### src/rtl/fc_batch_sequencer.sv
// fc_batch_sequencer: batch-level control for a chain of fully connected layer engines.
// Latency: start -> layer_start_o[0] one cycle; layer done -> next layer start one cycle;
//          final done -> res_valid_o one cycle (NUM_OUT+1 cycles with FC_SEQ_ARGMAX_EN).
// Backpressure: a result is held on res_valid_o/res_data_o until res_ready_i; the next sample
//          is not launched before acceptance.
//
// Optional feature macro: FC_SEQ_ARGMAX_EN (adds an ARGMAX scan state driving res_class_o).
//
// Ports:
//   clk_i, rst_i                  clock, synchronous active-high reset
//   start_i, abort_i              batch start pulse, batch abandon
//   busy_o, done_o, err_o         batch in progress, batch-complete pulse, sticky protocol error
//   layer_start_o, layer_done_i   one-hot start pulses / done pulses, one bit per layer engine
//   sample_idx_o, in_base_addr_o  current sample and its input RAM base address
//   res_en_i/res_addr_i/res_data_i  final-layer output writes into the result buffer
//   res_valid_o/res_ready_i       result handshake; res_idx_o, res_data_o, res_class_o are payload
module fc_batch_sequencer #(
   parameter int NUM_LAYERS        = 3,
   parameter int NUM_SAMPLES       = 42,
   parameter int BLOCKS_PER_SAMPLE = 4,
   parameter int ADDR_W            = 8,
   parameter int CNT_W             = 8,
   parameter int NUM_OUT           = 2,
   parameter int OUT_W             = 36
) (
   input  logic                         clk_i,
   input  logic                         rst_i,
   input  logic                         start_i,
   input  logic                         abort_i,
   output logic                         busy_o,
   output logic                         done_o,
   output logic                         err_o,
   output logic [NUM_LAYERS-1:0]        layer_start_o,
   input  logic [NUM_LAYERS-1:0]        layer_done_i,
   output logic [CNT_W-1:0]             sample_idx_o,
   output logic [ADDR_W-1:0]            in_base_addr_o,
   input  logic                         res_en_i,
   input  logic [$clog2(NUM_OUT)-1:0]   res_addr_i,
   input  logic signed [OUT_W-1:0]      res_data_i,
   output logic                         res_valid_o,
   input  logic                         res_ready_i,
   output logic [CNT_W-1:0]             res_idx_o,
   output logic [NUM_OUT*OUT_W-1:0]     res_data_o,
   output logic [$clog2(NUM_OUT)-1:0]   res_class_o
);

   localparam int RES_AW  = $clog2(NUM_OUT);
   localparam int LAYER_W = (NUM_LAYERS > 1) ? $clog2(NUM_LAYERS) : 1;

   typedef enum logic [2:0] {
      ST_IDLE   = 3'd0,
      ST_LAUNCH = 3'd1,
      ST_WAIT   = 3'd2,
`ifdef FC_SEQ_ARGMAX_EN
      ST_ARGMAX = 3'd3,
`endif
      ST_EMIT   = 3'd4
   } state_t;

   state_t                     state_q, state_d;
   logic [LAYER_W-1:0]         layer_q;
   logic [CNT_W-1:0]           sample_q;
   logic [ADDR_W-1:0]          base_q;
   logic                       err_q;
   logic                       done_q;
   logic signed [OUT_W-1:0]    res_buf [NUM_OUT];

`ifdef FC_SEQ_ARGMAX_EN
   logic [RES_AW-1:0]          scan_q;
   logic [RES_AW-1:0]          best_idx_q;
   logic signed [OUT_W-1:0]    best_val_q;
   logic [RES_AW-1:0]          class_q;
   logic                       scan_last;
   logic                       scan_take;
   logic [RES_AW-1:0]          scan_next_idx;
`endif

   logic [NUM_LAYERS-1:0]      awaited_mask;
   logic                       in_wait;
   logic                       awaited_hit;
   logic                       stray;
   logic                       last_layer;
   logic                       last_sample;
   logic                       abort_hit;
   logic                       capture_en;

   assign awaited_mask = NUM_LAYERS'(1) << layer_q;
   assign in_wait      = (state_q == ST_WAIT);
   assign awaited_hit  = in_wait && ((layer_done_i & awaited_mask) != '0);
   // Only the awaited done bit is legal, and only while waiting for it.
   assign stray        = in_wait ? ((layer_done_i & ~awaited_mask) != '0)
                                 : (layer_done_i != '0);
   assign last_layer   = (layer_q == LAYER_W'(NUM_LAYERS - 1));
   assign last_sample  = (sample_q == CNT_W'(NUM_SAMPLES - 1));
   assign abort_hit    = abort_i && (state_q != ST_IDLE);
   // Includes the write landing in the same cycle as the final done.
   assign capture_en   = in_wait && last_layer && res_en_i;

`ifdef FC_SEQ_ARGMAX_EN
   assign scan_last     = (scan_q == RES_AW'(NUM_OUT - 1));
   // Strict greater-than keeps the lowest index on ties.
   assign scan_take     = (scan_q == '0) || (res_buf[scan_q] > best_val_q);
   assign scan_next_idx = scan_take ? scan_q : best_idx_q;
`endif

   // State register
   always_ff @(posedge clk_i) begin
      if (rst_i) state_q <= ST_IDLE;
      else       state_q <= state_d;
   end

   // Next-state logic
   always_comb begin
      state_d = state_q;
      case (state_q)
         ST_IDLE:   if (start_i) state_d = ST_LAUNCH;
         ST_LAUNCH: state_d = ST_WAIT;
         ST_WAIT: begin
            if (awaited_hit) begin
               if (!last_layer) state_d = ST_LAUNCH;
`ifdef FC_SEQ_ARGMAX_EN
               else             state_d = ST_ARGMAX;
`else
               else             state_d = ST_EMIT;
`endif
            end
         end
`ifdef FC_SEQ_ARGMAX_EN
         ST_ARGMAX: if (scan_last) state_d = ST_EMIT;
`endif
         ST_EMIT: begin
            if (res_ready_i) state_d = last_sample ? ST_IDLE : ST_LAUNCH;
         end
         default:   state_d = ST_IDLE;
      endcase
      if (abort_hit) state_d = ST_IDLE;
   end

   // Datapath: counters, error flag, result buffer, argmax scan
   always_ff @(posedge clk_i) begin
      if (rst_i) begin
         layer_q  <= '0;
         sample_q <= '0;
         base_q   <= '0;
         err_q    <= 1'b0;
         done_q   <= 1'b0;
         for (int i = 0; i < NUM_OUT; i++) res_buf[i] <= '0;
`ifdef FC_SEQ_ARGMAX_EN
         scan_q     <= '0;
         best_idx_q <= '0;
         best_val_q <= '0;
         class_q    <= '0;
`endif
      end else begin
         done_q <= 1'b0;
         // A new batch clears the flag; a stray bit in the same cycle still sets it.
         if (state_q == ST_IDLE && start_i) err_q <= stray;
         else                               err_q <= err_q | stray;

         if (abort_hit) begin
            layer_q  <= '0;
            sample_q <= '0;
            base_q   <= '0;
         end else begin
            case (state_q)
               ST_IDLE: begin
                  if (start_i) begin
                     layer_q  <= '0;
                     sample_q <= '0;
                     base_q   <= '0;
                  end
               end
               ST_LAUNCH: begin
                  if (layer_q == '0)
                     for (int i = 0; i < NUM_OUT; i++) res_buf[i] <= '0;
               end
               ST_WAIT: begin
                  if (capture_en)
                     for (int i = 0; i < NUM_OUT; i++)
                        if (res_addr_i == RES_AW'(i)) res_buf[i] <= res_data_i;
                  if (awaited_hit && !last_layer) layer_q <= layer_q + LAYER_W'(1);
`ifdef FC_SEQ_ARGMAX_EN
                  scan_q <= '0;
`endif
               end
`ifdef FC_SEQ_ARGMAX_EN
               ST_ARGMAX: begin
                  best_val_q <= scan_take ? res_buf[scan_q] : best_val_q;
                  best_idx_q <= scan_next_idx;
                  scan_q     <= scan_q + RES_AW'(1);
                  if (scan_last) class_q <= scan_next_idx;
               end
`endif
               ST_EMIT: begin
                  if (res_ready_i) begin
                     if (last_sample) begin
                        done_q <= 1'b1;
                     end else begin
                        sample_q <= sample_q + CNT_W'(1);
                        // Running sum equals sample*BLOCKS_PER_SAMPLE modulo 2^ADDR_W.
                        base_q   <= base_q + ADDR_W'(BLOCKS_PER_SAMPLE);
                        layer_q  <= '0;
                     end
                  end
               end
               default: ;
            endcase
         end
      end
   end

   // Outputs; result payload is zero whenever no result is presented.
   always_comb begin
      busy_o         = (state_q != ST_IDLE);
      done_o         = done_q;
      err_o          = err_q;
      layer_start_o  = (state_q == ST_LAUNCH) ? awaited_mask : '0;
      sample_idx_o   = sample_q;
      in_base_addr_o = base_q;
      res_valid_o    = (state_q == ST_EMIT);
      res_idx_o      = '0;
      res_data_o     = '0;
      res_class_o    = '0;
      if (state_q == ST_EMIT) begin
         res_idx_o = sample_q;
         for (int i = 0; i < NUM_OUT; i++) res_data_o[i*OUT_W +: OUT_W] = res_buf[i];
`ifdef FC_SEQ_ARGMAX_EN
         res_class_o = class_q;
`endif
      end
   end

endmodule

### config.mk
export PLATFORM = sky130hd
export DESIGN_NAME = fc_batch_sequencer
export DESIGN_NICKNAME = d
export VERILOG_FILES = /design/src/rtl/fc_batch_sequencer.sv
export SDC_FILE = /design/constraint.sdc
export NUM_CORES = 1
export LEC_CHECK = 0
export CAP_MARGIN = 20
export CORE_AREA = 5 5 104 106
export DETAILED_ROUTE_END_ITERATION = 10
export DIE_AREA = 0 0 109 111
export GPL_TIMING_DRIVEN = 0
export HOLD_SLACK_MARGIN = 0.06
export PLACE_DENSITY = 0.83
export SLEW_MARGIN = 20
export SYNTH_ARGS = -nofsm -noshare
export SYNTH_HDL_FRONTEND = slang
export SYNTH_SLANG_ARGS = --single-unit
### constraint.sdc
create_clock -name clk_i -period 4.99 [get_ports clk_i]
set_input_delay 0.998 -clock clk_i [delete_from_list [all_inputs] [get_ports clk_i]]
set_output_delay 0.998 -clock clk_i [all_outputs]
set_load 0.1 [all_outputs]
==> flow_metrics.env <==
export IMPL_outcome="complete, no violations"
export IMPL_worstReg2RegEnd="res_buf[0][21]$_DFFE_PP_"
export IMPL_cp_required_ps=3990
export IMPL_report_final_slew_viol_count=0
export IMPL_powerDensity_mw_per_mm2=295
export IMPL_placed_area_mm2=0.00601
export IMPL_multi_input_area_mm2=0.00157
export IMPL_vias=3303
export IMPL_die_area_mm2=0.0121
export IMPL_drtPass1Iterations=4
export IMPL_max_slew_worst_pin_slew_ps=1030
export IMPL_wl_mm=11.3
export IMPL_synth_ff_type="edfxtp_1"
export IMPL_port_buffers=146
export IMPL_worstHoldEndpoint="layer_q[1]$_SDFFE_PP0P_"
export IMPL_slew_headroom_pct=31.4
export IMPL_clockBufferDepth=2
export IMPL_fin_nets=579
export IMPL_worstPathArrival_ps=3440
export IMPL_rr_worst_depth=8
export IMPL_slowest_delay_ps=1160
export IMPL_fin_crit_ps=4440
export IMPL_max_clock_freq_mhz=225
export IMPL_cap_violations=0
export IMPL_cts_resized=0
export IMPL_io_pins=150
export IMPL_holdWs_ps=488
export IMPL_clkLatencyLatePin_ps=360
export IMPL_nFillCells=797
export IMPL_crit_type="flop to primary output"
export IMPL_fin_area_mm2=0.00623
export IMPL_r2r_start="state_q[1]$_SDFFE_PP0P_"
export IMPL_holdCritPathClass="flop to flop"
export IMPL_fin_skew_ps=6.13
export IMPL_final_cell_mix="146 x clkdlybuf4s50_1, 117 x and2_1, 72 x edfxtp_1, 22 x nand2_1, 21 x dfxtp_1"
export IMPL_crit_chain="buf_2 -> nor3b_2 -> clkbuf_1 -> and2_1 -> clkdlybuf4s50_1"
export IMPL_rsz0062_at_grt="false"
export IMPL_ys_warn_count=0
export IMPL_core_area_mm2=0.00968
export IMPL_cts_setup_buffers=0
export IMPL_final_common_cell="clkdlybuf4s50_1"
export IMPL_grt_ovfl_total=0
export IMPL_clkSinkCount=93
export IMPL_drive_gt1_share_pct=6.97
export IMPL_cpMaxStageDelayCell="clkdlybuf4s50_1"
export IMPL_root_buffer="clkbuf_8"
export IMPL_ys_seq_area_share_pct=60.3
export IMPL_final_setup_viol_count=0
export IMPL_ir_drop_mv=0.175
export IMPL_remaining_drc_errors=0
export IMPL_hold_viol_final=0
export IMPL_leakage_nw=2.30
export IMPL_gr_usage_all_layers_pct=19.3
export IMPL_async_flop_share_pct=0
export IMPL_routed_via_density=4.97
export IMPL_cp_max_fo=10
export IMPL_register_area_mm2=0.00258
export IMPL_area_growth_syn_to_layout_pct=45.5
export IMPL_cts_made_buffers=9
export IMPL_antenna_found_initial=2
export IMPL_min_from="layer_q[1]$_SDFFE_PP0P_"
export IMPL_grt_pass1_vias=3424
export IMPL_place_gp_congestion=0.842
export IMPL_synth_edf_count=72
export IMPL_grt_pass1_wl_mm=17.9
export IMPL_finalPower_mw=1.84
export IMPL_num_rows=36
export IMPL_ff2ff_setup_slack_ps=2410
export IMPL_clk_pin_slew_worst_paths_ps=90
export IMPL_n_antenna_cell=0
export IMPL_grt_max_degree=23
export IMPL_routedWlPerCell_um=17.0
export IMPL_synth_cells=365
export IMPL_ys_ff_latch=93
export IMPL_die_height_um=111
export IMPL_detail_route_antenna_nets=0
export IMPL_syn_avg_cell_area_um2=11.7
export IMPL_initial_utilization_pct=44.2
export IMPL_cp_end_kind="primary output"
export IMPL_die_width_um=109
export IMPL_min_path_cells=2
export IMPL_hpwl_mm=8.48
export IMPL_drt_initial_drc_count=153
export IMPL_start_kind="flop"
export IMPL_cts_tree="built"
export IMPL_finalCritPeriodShare_pct=89.0
export IMPL_postCtsHoldBufs=0
export IMPL_cts_htree_levels=3
export IMPL_synth_cell_types=44
export IMPL_syn_area_mm2=0.00428
Yosys cell counts, types with 2 or more instances:
cell type | count | area (µm²)
and2_1 | 117 | 732
edfxtp_1 | 72 | 2160
nand2_1 | 22 | 82.6
dfxtp_1 | 21 | 420
a21oi_1 | 13 | 65.1
clkbuf_1 | 13 | 48.8
nand3_1 | 10 | 50.1
inv_1 | 9 | 33.8
a2111o_1 | 7 | 78.8
nor2_1 | 7 | 26.3
buf_2 | 6 | 30.0
buf_4 | 6 | 45.0
ha_1 | 6 | 75.1
mux2i_1 | 5 | 50.1
nand2b_1 | 5 | 31.3
o2111ai_1 | 5 | 43.8
and3_1 | 4 | 25.0
nor3_1 | 4 | 20.0
a22oi_1 | 3 | 22.5
a211oi_1 | 2 | 15.0
nand4bb_1 | 2 | 22.5
nor2b_1 | 2 | 12.5
nor3b_2 | 2 | 25.0
o21ai_0 | 2 | 10.0
registers in the layout (all words and copies together) (netlist names):
name / count
err_o: 1
state_q: 3
done_o: 1
in_base_addr_o: 6
sample_idx_o: 8
res_buf: 72
layer_q: 2
cell type report:
cell class | count | area share (%)
sequential | 93 | 41.5
buffer | 25 | 1.99
multi-input combinational | 240 | 25.2
inverter | 9 | 0.542
tap | 133 | 2.67
timing repair buffer | 149 | 24.6
clock inverter | 6 | 1.55
clock buffer | 9 | 1.99
logic make-up (layout without fill, tap and decap cells):
logic type	count (synthesis)	after routing	synth area share [%]
buf+inv	34	198	3.68
simple gates	183	183	25.3
other cells	1	3	0.0876
compound gates	42	42	7.42
xor+xnor	1	1	0.205
mux	5	5	1.17
flops	93	93	60.3
fa+ha+maj	6	6	1.75
metal layers:
layer	track usage, %	part of all wire (%)
met5	0	0.28
met4	6.90	1.8
met3	5.24	6.2
met2	33.1	53
met1	22.9	39
report_power, final:
part,internal [mW],switching [mW]
clock,0.285,0.274
combinational,0.114,0.277
sequential,0.876,0.0122
total,1.27,0.563
worst max path at each step:
| stage | startpoint | to | slack [ps] | cells past startpoint |
|---|---|---|---|---|
| floorplan | abort_i | res_buf[0][0]$_DFFE_PP_ | 1130 | 6 |
| global placement | abort_i | res_buf[0][19]$_DFFE_PP_ | -600 | 7 |
| detailed placement | state_q[2]$_SDFFE_PP0P_ | res_data_o[35] | 910 | 5 |
| CTS | state_q[2]$_SDFFE_PP0P_ | res_data_o[35] | 490 | 5 |
| global route | state_q[2]$_SDFFE_PP0P_ | res_data_o[62] | 340 | 5 |
| finish | state_q[2]$_SDFFE_PP0P_ | res_data_o[51] | 550 | 5 |
metrics by stage:
stage / util (%) / instances / setup WS [ps] / setup TNS (ps)
after floorplan: - / 367 / 1130 / 0
after global placement: 61.1 / 646 / -596 / -41620
after detailed placement: 62.0 / 649 / 912 / 0
after CTS: 64.3 / 664 / 495 / 0
after global routing: 64.3 / 664 / 342 / 0
final: 64.3 / 664 / 550 / 0
critical path: cells and delay by family (launching register included):
kind | cells | cell delay [ps]
AND/OR/NAND/NOR | 2 | 830
flip-flops | 1 | 420
buffers and inverters | 3 | 1820
Power figures use the tool's default switching activity.
